### config.mk
export PLATFORM = sky130hd
export DESIGN_NAME = neuron_mac_unit
export DESIGN_NICKNAME = d
export VERILOG_FILES = /design/src/rtl/neuron_mac_unit.sv
export SDC_FILE = /design/constraint.sdc
export NUM_CORES = 1
export LEC_CHECK = 0
export CAP_MARGIN = 20
export CELL_PAD_IN_SITES_DETAIL_PLACEMENT = 1
export CELL_PAD_IN_SITES_GLOBAL_PLACEMENT = 1
export CORE_MARGIN = 3
export CORE_UTILIZATION = 50
export CTS_CLUSTER_DIAMETER = 120
export DETAILED_ROUTE_END_ITERATION = 10
export DONT_BUFFER_PORTS = 1
export HOLD_SLACK_MARGIN = 0.15
export PLACE_DENSITY_LB_ADDON = 0.1
export SLEW_MARGIN = 30
export SYNTH_ARGS = -nofsm -noshare
export SYNTH_HDL_FRONTEND = slang
export SYNTH_SLANG_ARGS = --single-unit
### constraint.sdc
create_clock -name clk_i -period 5 [get_ports clk_i]
set_input_delay 0.5 -clock clk_i [delete_from_list [all_inputs] [get_ports clk_i]]
set_output_delay 0.5 -clock clk_i [all_outputs]
set_load 0.01 [all_outputs]
### src/rtl/neuron_mac_unit.sv
// Multiply-accumulate stage for one neuron. It applies requantisation and activation, then writes the result to neuron RAM.
// Defining MAC_RELU_EN selects ReLU activation. Leaving it undefined selects a linear activation with signed clamping.
module neuron_mac_unit #(
  parameter int DATA_W    = 8,
  parameter int FRAC_BITS = 4,
  parameter int ACC_W     = 20,
  parameter int ADDR_W    = 11
) (
  input  logic              clk_i,
  input  logic              rst_i,
  input  logic              mac_en_i,
  input  logic [DATA_W-1:0] neuron_in_i,
  input  logic [DATA_W-1:0] weight_in_i,
  input  logic              acc_clear_i,
  input  logic              write_neuron_i,
  input  logic [ADDR_W-1:0] out_addr_i,
  output logic              wr_en_o,
  output logic [ADDR_W-1:0] wr_addr_o,
  output logic [DATA_W-1:0] wr_data_o,
  output logic              busy_o,
  output logic              sat_flag_o,
  output logic [ADDR_W-1:0] neuron_cnt_o
);

  localparam logic signed [ACC_W:0] AccMax = {2'b00, {(ACC_W-1){1'b1}}};
  localparam logic signed [ACC_W:0] AccMin = {2'b11, {(ACC_W-1){1'b0}}};
  localparam logic signed [ACC_W-1:0] QMax = {{(ACC_W-DATA_W+1){1'b0}}, {(DATA_W-1){1'b1}}};
`ifndef MAC_RELU_EN
  localparam logic signed [ACC_W-1:0] QMin = {{(ACC_W-DATA_W+1){1'b1}}, {(DATA_W-1){1'b0}}};
`endif

  logic signed [2*DATA_W-1:0] prod_q, prod_d;
  logic                       prod_v_q, prod_v_d;
  logic signed [ACC_W-1:0]    acc_q, acc_d;
  logic                       active_q, active_d;
  logic                       wr_en_q, wr_en_d;
  logic [ADDR_W-1:0]          wr_addr_q, wr_addr_d;
  logic [DATA_W-1:0]          wr_data_q, wr_data_d;
  logic                       sat_q, sat_d;
  logic [ADDR_W-1:0]          cnt_q, cnt_d;

  logic signed [ACC_W:0]   addend, sum_wide;
  logic signed [ACC_W-1:0] sum_sat, quant, quant_clamped;
  logic                    acc_ovf, out_clamp;

  // One saturating adder serves both the running accumulation and the final sum.
  // The final sum folds in any product that is still in flight.
  always_comb begin
    addend   = prod_v_q ? {{(ACC_W+1-2*DATA_W){prod_q[2*DATA_W-1]}}, prod_q} : '0;
    sum_wide = {acc_q[ACC_W-1], acc_q} + addend;
    acc_ovf  = 1'b0;
    sum_sat  = sum_wide[ACC_W-1:0];
    if (sum_wide > AccMax) begin
      sum_sat = AccMax[ACC_W-1:0];
      acc_ovf = 1'b1;
    end else if (sum_wide < AccMin) begin
      sum_sat = AccMin[ACC_W-1:0];
      acc_ovf = 1'b1;
    end
    quant         = sum_sat >>> FRAC_BITS;
    quant_clamped = quant;
    out_clamp     = 1'b0;
    if (quant > QMax) begin
      quant_clamped = QMax;
      out_clamp     = 1'b1;
`ifdef MAC_RELU_EN
    end else if (quant[ACC_W-1]) begin
      quant_clamped = '0;
`else
    end else if (quant < QMin) begin
      quant_clamped = QMin;
      out_clamp     = 1'b1;
`endif
    end
  end

  always_comb begin
    prod_d    = prod_q;
    prod_v_d  = mac_en_i;
    acc_d     = acc_q;
    active_d  = active_q;
    wr_en_d   = 1'b0;
    wr_addr_d = wr_addr_q;
    wr_data_d = wr_data_q;
    sat_d     = sat_q;
    cnt_d     = cnt_q;
    if (mac_en_i) begin
      prod_d = $signed(neuron_in_i) * $signed(weight_in_i);
    end
    if (write_neuron_i) begin
      acc_d     = '0;
      active_d  = 1'b0;
      wr_en_d   = 1'b1;
      wr_addr_d = out_addr_i;
      wr_data_d = quant_clamped[DATA_W-1:0];
      cnt_d     = cnt_q + ADDR_W'(1);
      sat_d     = sat_q | acc_ovf | out_clamp;
    end else if (acc_clear_i) begin
      acc_d    = '0;
      active_d = 1'b0;
    end else if (prod_v_q) begin
      acc_d    = sum_sat;
      active_d = 1'b1;
      sat_d    = sat_q | acc_ovf;
    end
  end

  always_ff @(posedge clk_i) begin
    if (rst_i) begin
      prod_q    <= '0;
      prod_v_q  <= 1'b0;
      acc_q     <= '0;
      active_q  <= 1'b0;
      wr_en_q   <= 1'b0;
      wr_addr_q <= '0;
      wr_data_q <= '0;
      sat_q     <= 1'b0;
      cnt_q     <= '0;
    end else begin
      prod_q    <= prod_d;
      prod_v_q  <= prod_v_d;
      acc_q     <= acc_d;
      active_q  <= active_d;
      wr_en_q   <= wr_en_d;
      wr_addr_q <= wr_addr_d;
      wr_data_q <= wr_data_d;
      sat_q     <= sat_d;
      cnt_q     <= cnt_d;
    end
  end

  assign wr_en_o      = wr_en_q;
  assign wr_addr_o    = wr_addr_q;
  assign wr_data_o    = wr_data_q;
  assign busy_o       = prod_v_q | active_q;
  assign sat_flag_o   = sat_q;
  assign neuron_cnt_o = cnt_q;

endmodule

# == After elaboration in Yosys (flattened, before gate mapping) ==
# Index checks and enable logic that the tools add are counted.
# word_totals
inputBits,32
ram_bits,0
register_bits,70
romBits,0
latchBits,0
n_memories,0
# classes
multipliers,1
reduce_logical,3
eq_ne,1
div,0
magnitude_cmp,4
n_mux,13
add_sub_neg,2
bitwise_logic,3
shifts,0
# ops
operator,n
20-bit 2-to-1 mux,2
21-bit adder,1
"21-bit by 20-bit > comparator with 1-bit output, second input constant",1
"21-bit by 20-bit less-than comparator with 1-bit output, second input constant",1
21-bit 2-to-1 mux,1
"16-bit by 8-bit > comparator with 1-bit output, second input constant",1
"16-bit by 8-bit less-than comparator with 1-bit output, second input constant",1
8-bit by 8-bit multiplier with 16-bit output,1
8-bit 2-to-1 mux,2
"11-bit by 1-bit adder with 11-bit output, second input constant",1
1-bit 2-to-1 mux,8
1-bit OR,3
3-bit OR reduction,1
"2-bit by 1-bit != test with 1-bit output, second input constant",1
2-bit AND reduction,1
2-bit nonzero test,1

# == Logic depth before layout (Yosys ltp) ==
# Gate-level depths: netlist (run 1).
# logic_depth
word_depth,10
ltp_mapped,19
ltp_nobuf,19

# == Worst setup path before layout (run 1) ==
# Ideal clock, no wire load.
# synth_path
path_kind,input port to flip-flop
startpoint,input weight_in_i[6]
endpoint,register prod_q[14]
path_slack_ns,0.558
n_path_buf,1
cell_stages,16
arrival_time_ns,4.292
cell_sequence,clkbuf_1 nand2_1 fa_1 fa_1 inv_1 fa_1 fa_1 ha_1 o21ai_0 a21boi_0 o21ai_0 a21oi_1 o21ai_0 a21oi_1 mux2i_1 o311ai_0
# synth_between
elab_chain_cells,1
# synth_rtl
item,line_no,source
"start, declared",13,"input logic [DATA_W-1:0] weight_in_i,"
8-bit by 8-bit multiplier with 16-bit output,88,prod_d = $signed(neuron_in_i) * $signed(weight_in_i);
"end signal, assigned",120,prod_q <= prod_d;
"end, declared",32,"logic signed [2*DATA_W-1:0] prod_q, prod_d;"
# No other way between the ends.
# A chain may end at the register's enable or synchronous reset.

# == Worst setup path after layout (run 1) ==
# layout_path
startpoint,input neuron_in_i[0]
endpoint,register prod_q[14]
# layout_between
elab_chain_cells,1
# layout_rtl
item,line_no,source
"start, declared",12,"input logic [DATA_W-1:0] neuron_in_i,"
8-bit by 8-bit multiplier with 16-bit output,88,
# No other way between the ends.

==> out/metrics.yaml, run 1 <==
floorplan:
  die_w_um: 117.7
  fp-row-count: 40
  io_pins: 65
  start_util_pct: 51.54
  core-area_mm2: 0.01211
  die_y_um: 117.7
  die_area_mm2: 0.01386
cells_and_area:
  multi_input_area_mm2: 0.004514
  seqCellArea_mm2: 0.001401
  final_common_cell: "dfxtp_1"
  drive_above_1_share_pct: 4.648
  syn2layout_area_growth_pct: 7.256
  fillCellCount: 1429
  final_cells: 878
  finalNetCount: 843
  final_cell_mix: "dfxtp_1 (70), inv_1 (65), nor2_1 (64), fa_1 (56), and2_1 (55)"
  num_antenna_cells: 0
setup_path:
  crit_path_end: "prod_q[14]$_SDFFE_PP0P_"
  arrival_ps: 4610
  r2r_cells: 14
  critPathSlowestCell: "fa_1"
  slowest_delay_ps: 550
  worstSetupPathDepth: 15
  crit_type: "in -> reg"
  timing.rr.start: "prod_v_q$_SDFF_PP0_"
  path_cells: "nand2b_1 -> fa_1 -> fa_1 -> inv_1 -> fa_1 -> fa_1 -> ha_1 -> o21ai_0 -> a21boi_0 -> o21ai_0 -> a21oi_1 -> o21ai_0 -> a21oi_1 -> mux2i_1 -> o311ai_0"
  cpMostUsedCell: "fa_1"
  crit_start: "neuron_in_i[0]"
  critPathLaunchType: "primary input"
  worstSetupEndpointType: "register"
  worstPathBufferInverterCount: 1
  rrSetupSlack_ps: 810
  critical_path_required_ps: 5200
  timing.rr.end: "wr_data_o[5]$_SDFFE_PP0P_"
  cp_max_fo: 8
  cpLargestDelayFamily: "adder cells"
clock_network:
  holdBufCountCts: 0
  cts_resized: 0
  cts_setup_buffers: 0
  root_buffer: "clkbuf_16"
  cts_tree: "done"
  clock-sinks: 70
  clock_latency_ps: 340
  ctsHtreeMaxLevel: 3
  clk_pin_slew_ps: 60
  clk_path_buf_depth: 2
  cts_buffers: 9
detailed_routing:
  ant_nets: 0
  post_drt_wl_per_cell_um: 18.47
  routed_via_density: 5.695
  drt_wl_total_um: 16210
  post-route-drc-count: 0
  first_pass_iters: 4
  drtIter0Drc: 207
  vias: 5000
worst_hold_path:
  hold_class: "in -> reg"
  min_path_cells: 1
place:
  routabilityCongestion: 0.8993
  port_buffers: 0
  dp_cells: 862
  detailed_place_hpwl_um: 13160
  place_ws_ps: 213.6
synth:
  synth_area_mm2: 0.006242
  synthArstFlopShare_pct: 0
  syn-num-nets: 849
  yosysTopAreaCell: "dfxtp_1"
  synth_top_area_share_pct: 22.45
  ys_types: 60
  synth_area_per_cell_um2: 8.780
  synth_warnings: 0
  ys_seq_area_share_pct: 22.45
  ys.flop_type: "dfxtp_1"
  synth-edff-count: 0
  ys_seq_elements: 70
  ys_top_cells_by_area: "dfxtp_1 (22%), fa_1 (18%), ha_1 (10%)"
  synthCells: 711
global_routing:
  grt_overflow: 0
  grt_pass1_wl_um: 27540
  grt_max_degree: 47
  grt_pass1_vias: 5559
  grt_use_total_pct: 24.15
  antenna_found_initial: 0
timing:
  worst_slack_ps: 583.1
  slew_violations: 0
  rsz0062_at_grt: "no"
  hold_violations: 0
  fin_crit_ps: 4417
  finClkSkew_ps: 7.157
  worst_slew_pin_slew_ps: 879.5
  setup_violations: 0
  maxSlewHeadroom_pct: 41.24
  post-route-period-util_pct: 88.34
  fin_tns_setup_ps: 0
  fmax_mhz: 226.4
run:
  cap_violations: 0
power_and_ir_drop:
  cellLeakagePower_nw: 3.056
  total_power_w: 0.002501
  cellPowerDensity_mw_per_mm2: 373.6
  ir_drop_v: 0.0001453
status:
  status: "completed"
[routing by layer]
metal / global-route usage (%) / share of wire, % / up-vias / wire length (um)
met1: 28.02 / 41 / 2498 / 6647
met4: 7.326 / 2.1 / 0 / 336
met2: 45.53 / 54 / 87 / 8759
met5: 0 / 0 / - / 0
met3: 3.652 / 2.9 / 23 / 470
li1: - / - / 2392 / -
[layout make-up]
cell class / count / share of cell area (%)
Inverter: 65 / 3.644
Tap cell: 168 / 3.140
Clock inverter: 3 / 0.2616
Sequential cell: 70 / 20.93
Multi-Input combinational cell: 554 / 67.43
Timing Repair Buffer: 5 / 0.5606
Clock buffer: 13 / 4.037
[cell usage after synthesis (2+ instances only)]
| master | number |
|---|---|
| maj3_1 | 5 |
| a21boi_0 | 2 |
| a31oi_1 | 8 |
| nand3_1 | 12 |
| nor3_1 | 8 |
| nand2_1 | 53 |
| xor2_1 | 16 |
| and4_1 | 3 |
| o211ai_1 | 12 |
| xnor2_1 | 20 |
| buf_2 | 2 |
| a21oi_1 | 48 |
| nand3b_1 | 3 |
| dfxtp_1 | 70 |
| o21a_1 | 4 |
| and3_1 | 7 |
| nand4_1 | 3 |
| or3_1 | 3 |
| or2_2 | 3 |
| buf_1 | 2 |
| clkbuf_1 | 18 |
| ha_1 | 50 |
| a211o_1 | 3 |
| a211oi_1 | 13 |
| mux2i_1 | 23 |
| o21bai_1 | 3 |
| o21ai_0 | 29 |
| nand2b_1 | 7 |
| a21o_1 | 7 |
| fa_1 | 56 |
| and2_1 | 55 |
| inv_1 | 65 |
| nor2b_1 | 7 |
| nor2_1 | 65 |
[flip-flops by register name, indices dropped and copies added, names as in the netlist]
signal / flops
wr_addr_o: 11
active_q: 1
sat_flag_o: 1
neuron_cnt_o: 11
prod_v_q: 1
acc_q: 20
wr_data_o: 8
wr_en_o: 1
prod_q: 16
[stage by stage]
step / hold WS (ps) / instance area, um^2 / util, %
after floorplan: 436.5 / 6242 / -
final: 232.5 / 6695 / 55.28
after detailed placement: 457.7 / 6405 / 52.88
after global placement: 447.4 / 6405 / 52.88
after CTS: 221.5 / 6693 / 55.26
after global routing: 217.9 / 6695 / 55.28
[worst register-to-register path, delay by kind of cell, from the launching register on]
family,cells,cell delay [ps]
compound gates,7,2240
fa+ha+maj,2,610
simple gates,3,600
flops,1,320
buf+inv,2,320
[worst min-delay path by stage]
| stage | startpoint | end | slack (ps) |
|---|---|---|---|
| after floorplan | prod_q[0]$_SDFFE_PP0P_ | prod_q[0]$_SDFFE_PP0P_ | 440 |
| after global placement | prod_q[0]$_SDFFE_PP0P_ | prod_q[0]$_SDFFE_PP0P_ | 450 |
| after detailed placement | prod_q[0]$_SDFFE_PP0P_ | prod_q[0]$_SDFFE_PP0P_ | 460 |
| after CTS | rst_i | neuron_cnt_o[2]$_SDFFE_PP0P_ | 220 |
| after global routing | rst_i | wr_addr_o[2]$_SDFFE_PP0P_ | 220 |
| final | rst_i | neuron_cnt_o[1]$_SDFFE_PP0P_ | 230 |
[kinds of logic after synthesis]
family                   share of synthesized area (%)
AND/OR/NAND/NOR                                  19.86
AO/OA/AOI/OAI                                    14.89
XOR/XNOR                                         5.051
flip-flops                                       22.45
adder cells (fa/ha/maj)                          28.78
buffers and inverters                            5.272
multiplexers                                     3.688
[power breakdown]
group | internal (W) | total (W) | switching, W
sequential | 0.000624 | 0.000674 | 0.0000503
clock | 0.000374 | 0.000606 | 0.000232
combinational | 0.000568 | 0.00122 | 0.000653
total | 0.00157 | 0.00250 | 0.000935
Note: power is estimated with default switching activity, not from simulation.
==> run 2: changes to the inputs <==
- CORE_MARGIN: 3 -> 2
- REMOVE_ABC_BUFFERS: default -> 1
==> run 2 against run 1 <==
Clock skew hardly changed. Count of clock-buffer cells in the layout is 4 lower. Design area is 0.58% higher. Critical endpoint unchanged. Highest routed layer unchanged.
==> out/metrics.yaml, run 2 (synthesized netlist as in run 1, its figures left out) <==
place:
  port_buffers: 0  # unchanged
  routabilityCongestion: 0.9179  # +2.1%
  post_dp_cell_area_mm2: 0.006402  # about the same
  detailed_place_hpwl_um: 12720  # -3.3%
setup_path:
  critPathLaunchType: "primary input"
  crit_type: "in -> reg"
  slowest_delay_ps: 550  # about the same
  timing.rr.end: "acc_q[8]$_SDFFE_PP0P_"
  cp_max_fo: 8  # unchanged
  critPathSlowestCell: "fa_1"
  cpLargestDelayFamily: "adder cells"
  path_cells: "nand2b_1 -> fa_1 -> fa_1 -> inv_1 -> fa_1 -> fa_1 -> ha_1 -> o21ai_0 -> a21boi_0 -> o21ai_0 -> a21oi_1 -> o21ai_0 -> a21oi_1 -> mux2i_1 -> o311ai_0"
  rrSetupSlack_ps: 900  # +90 ps
  critical_path_required_ps: 5190  # about the same
  r2r_cells: 14  # unchanged
  timing.rr.start: "prod_v_q$_SDFF_PP0_"
  worstSetupEndpointType: "register"
  arrival_ps: 4540  # -70 ps
  cpMostUsedCell: "fa_1"
  worstPathBufferInverterCount: 1  # unchanged
global_routing:
  antenna_found_initial: 0  # unchanged
  grt_pass1_wl_um: 26140  # -5.1%
  grt_pass1_vias: 5224  # -6.0%
  grt_overflow: 0  # unchanged
  grt_use_total_pct: 24.76  # +0.61 points
  grt_max_degree: 47  # unchanged
cells_and_area:
  multi_input_area_mm2: 0.004517  # about the same
  reg.largest.list: "acc_q (20), prod_q (16)"
  largest_reg_flops: 20  # unchanged
  fillCellCount: 1465  # +2.5%
  num_antenna_cells: 0  # unchanged
  regMostFlops: "acc_q"
  seqCellArea_mm2: 0.001401  # unchanged
  syn2layout_area_growth_pct: 7.877
  drive_above_1_share_pct: 4.654  # +0.0066 points
  final_common_cell: "dfxtp_1"
  final_area_mm2: 0.006734  # +0.58%
  final_cell_mix: "dfxtp_1 (70), inv_1 (65), nor2_1 (65), fa_1 (56), and2_1 (55)"
  finalNetCount: 842  # -0.12%
detailed_routing:
  vias: 4966  # -0.68%
  post-route-drc-count: 0  # unchanged
  routed_via_density: 5.662  # -0.57%
  ant_nets: 0  # unchanged
  drt_wl_total_um: 15680  # -3.3%
  post_drt_wl_per_cell_um: 17.87  # -3.2%
  drtIter0Drc: 170  # -18%
  first_pass_iters: 4  # unchanged
power_and_ir_drop:
  ir_drop_v: 0.0002961  # +100%
  cellLeakagePower_nw: 3.073  # +0.54%
  cellPowerDensity_mw_per_mm2: 386.7  # +3.5%
timing:
  finClkSkew_ps: 6.900  # -0.2575 ps
  post-route-period-util_pct: 87.11  # -1.2 points
  rsz0062_at_grt: "no"
  slew_violations: 0  # unchanged
  worst_slew_pin_slew_ps: 953.8  # +74.30 ps
  fmax_mhz: 229.6  # +1.4%
  fin_tns_setup_ps: 0  # unchanged
  setup_violations: 0  # unchanged
  hold_violations: 0  # unchanged
  fin_crit_ps: 4355  # -61.59 ps
  maxSlewHeadroom_pct: 36.07  # -5.2 points
status:
  status: "completed"
clock_network:
  cts_tree: "done"
  cts_resized: 0  # unchanged
  ctsHtreeMaxLevel: 3  # unchanged
  clk_pin_slew_ps: 60  # about the same
  clk_path_buf_depth: 2  # unchanged
  cts_setup_buffers: 0  # unchanged
  clock-sinks: 70  # unchanged
  root_buffer: "clkbuf_16"
  cts_buffers: 9  # unchanged
  holdBufCountCts: 0  # unchanged
  clock_latency_ps: 340  # about the same
floorplan:
  die_w_um: 115.7  # -1.7%
  core-area_mm2: 0.01211  # unchanged
  fp-row-count: 40  # unchanged
  start_util_pct: 51.54  # unchanged
  die_y_um: 115.7  # -1.7%
  die_area_mm2: 0.01339  # -3.4%
  io_pins: 65  # unchanged
worst_hold_path:
  whs_endpoint: "wr_addr_o[8]$_SDFFE_PP0P_"
  hold_class: "in -> reg"
  min_path_cells: 1  # unchanged
  hp-start: "rst_i"
run:
  cap_violations: 0  # unchanged
## run 2: changes by cell type in the layout (fill, tap and decap cells not counted), sizes merged
cell      change
inv           +2
buf           -1
clkinv        +1
bufinv        +2
clkbuf        -4
clkinvlp      -1
## run 2: through the flow
stage                     utilization [%]  power (W)  instances  hold WS (ps)  setup slack (ps)
after CTS                           55.60   0.002637        877         219.6             639.6
after global routing                55.60   0.002829        877         219.4             370.4
after global placement              52.86   0.001855        861         443.0             467.7
after floorplan                         -   0.001635        689         429.5             703.2
final                               55.60   0.002604        877         232.1             644.7
after detailed placement            52.86   0.001916        861         457.4             392.0
## run 2: worst max path at each step
stage / depth (start not counted) / to / start / slack, ps
after floorplan: 15 / prod_q[14]$_SDFFE_PP0P_ / neuron_in_i[0] / 700
after global placement: 15 / prod_q[14]$_SDFFE_PP0P_ / neuron_in_i[0] / 470
after detailed placement: 15 / prod_q[14]$_SDFFE_PP0P_ / neuron_in_i[0] / 390
after CTS: 15 / prod_q[14]$_SDFFE_PP0P_ / neuron_in_i[0] / 640
after global routing: 17 / prod_q[14]$_SDFFE_PP0P_ / weight_in_i[4] / 370
final: 15 / prod_q[14]$_SDFFE_PP0P_ / neuron_in_i[0] / 640
## run 2: cell type report
| type | instances | area share, % |
|---|---|---|
| repair buffers | 4 | 0.4459 |
| flip-flops and latches | 70 | 20.81 |
| clock buffers | 9 | 3.344 |
| multi-input cells | 554 | 67.08 |
| inverters | 65 | 3.623 |
| well taps | 168 | 3.122 |
| clock inverters | 7 | 1.579 |
## run 2: worst reg2reg max path: stages (launching register included)
cell and delay, ps:
dfxtp_1 360, buf_4 240, nand2_1 130, inv_1 80, ha_1 240, a211oi_1 420, o21ai_0 320, nor3_1 330
o21ai_0 220, nand2_1 210, xnor2_1 90, buf_4 170, nor2_1 690, a31oi_1 210, a211oi_1 310
## run 2: where the power goes
part | switching [W] | internal, W | leakage [nW]
Clock | 0.000261 | 0.000444 | 0.162
Sequential | 0.0000483 | 0.000623 | 0.573
Combinational | 0.000665 | 0.000562 | 2.34
Total | 0.000975 | 0.00163 | 3.07
## run 2: routing by layer
metal	vias to the layer above	part of all wire [%]	wire length, um	GRT usage (%)
met5	-	0	0	0
li1	2398	-	-	-
met3	20	3.5	543	4.655
met1	2471	47	7311	33.83
met4	0	1.3	211	5.794
met2	77	49	7610	40.94
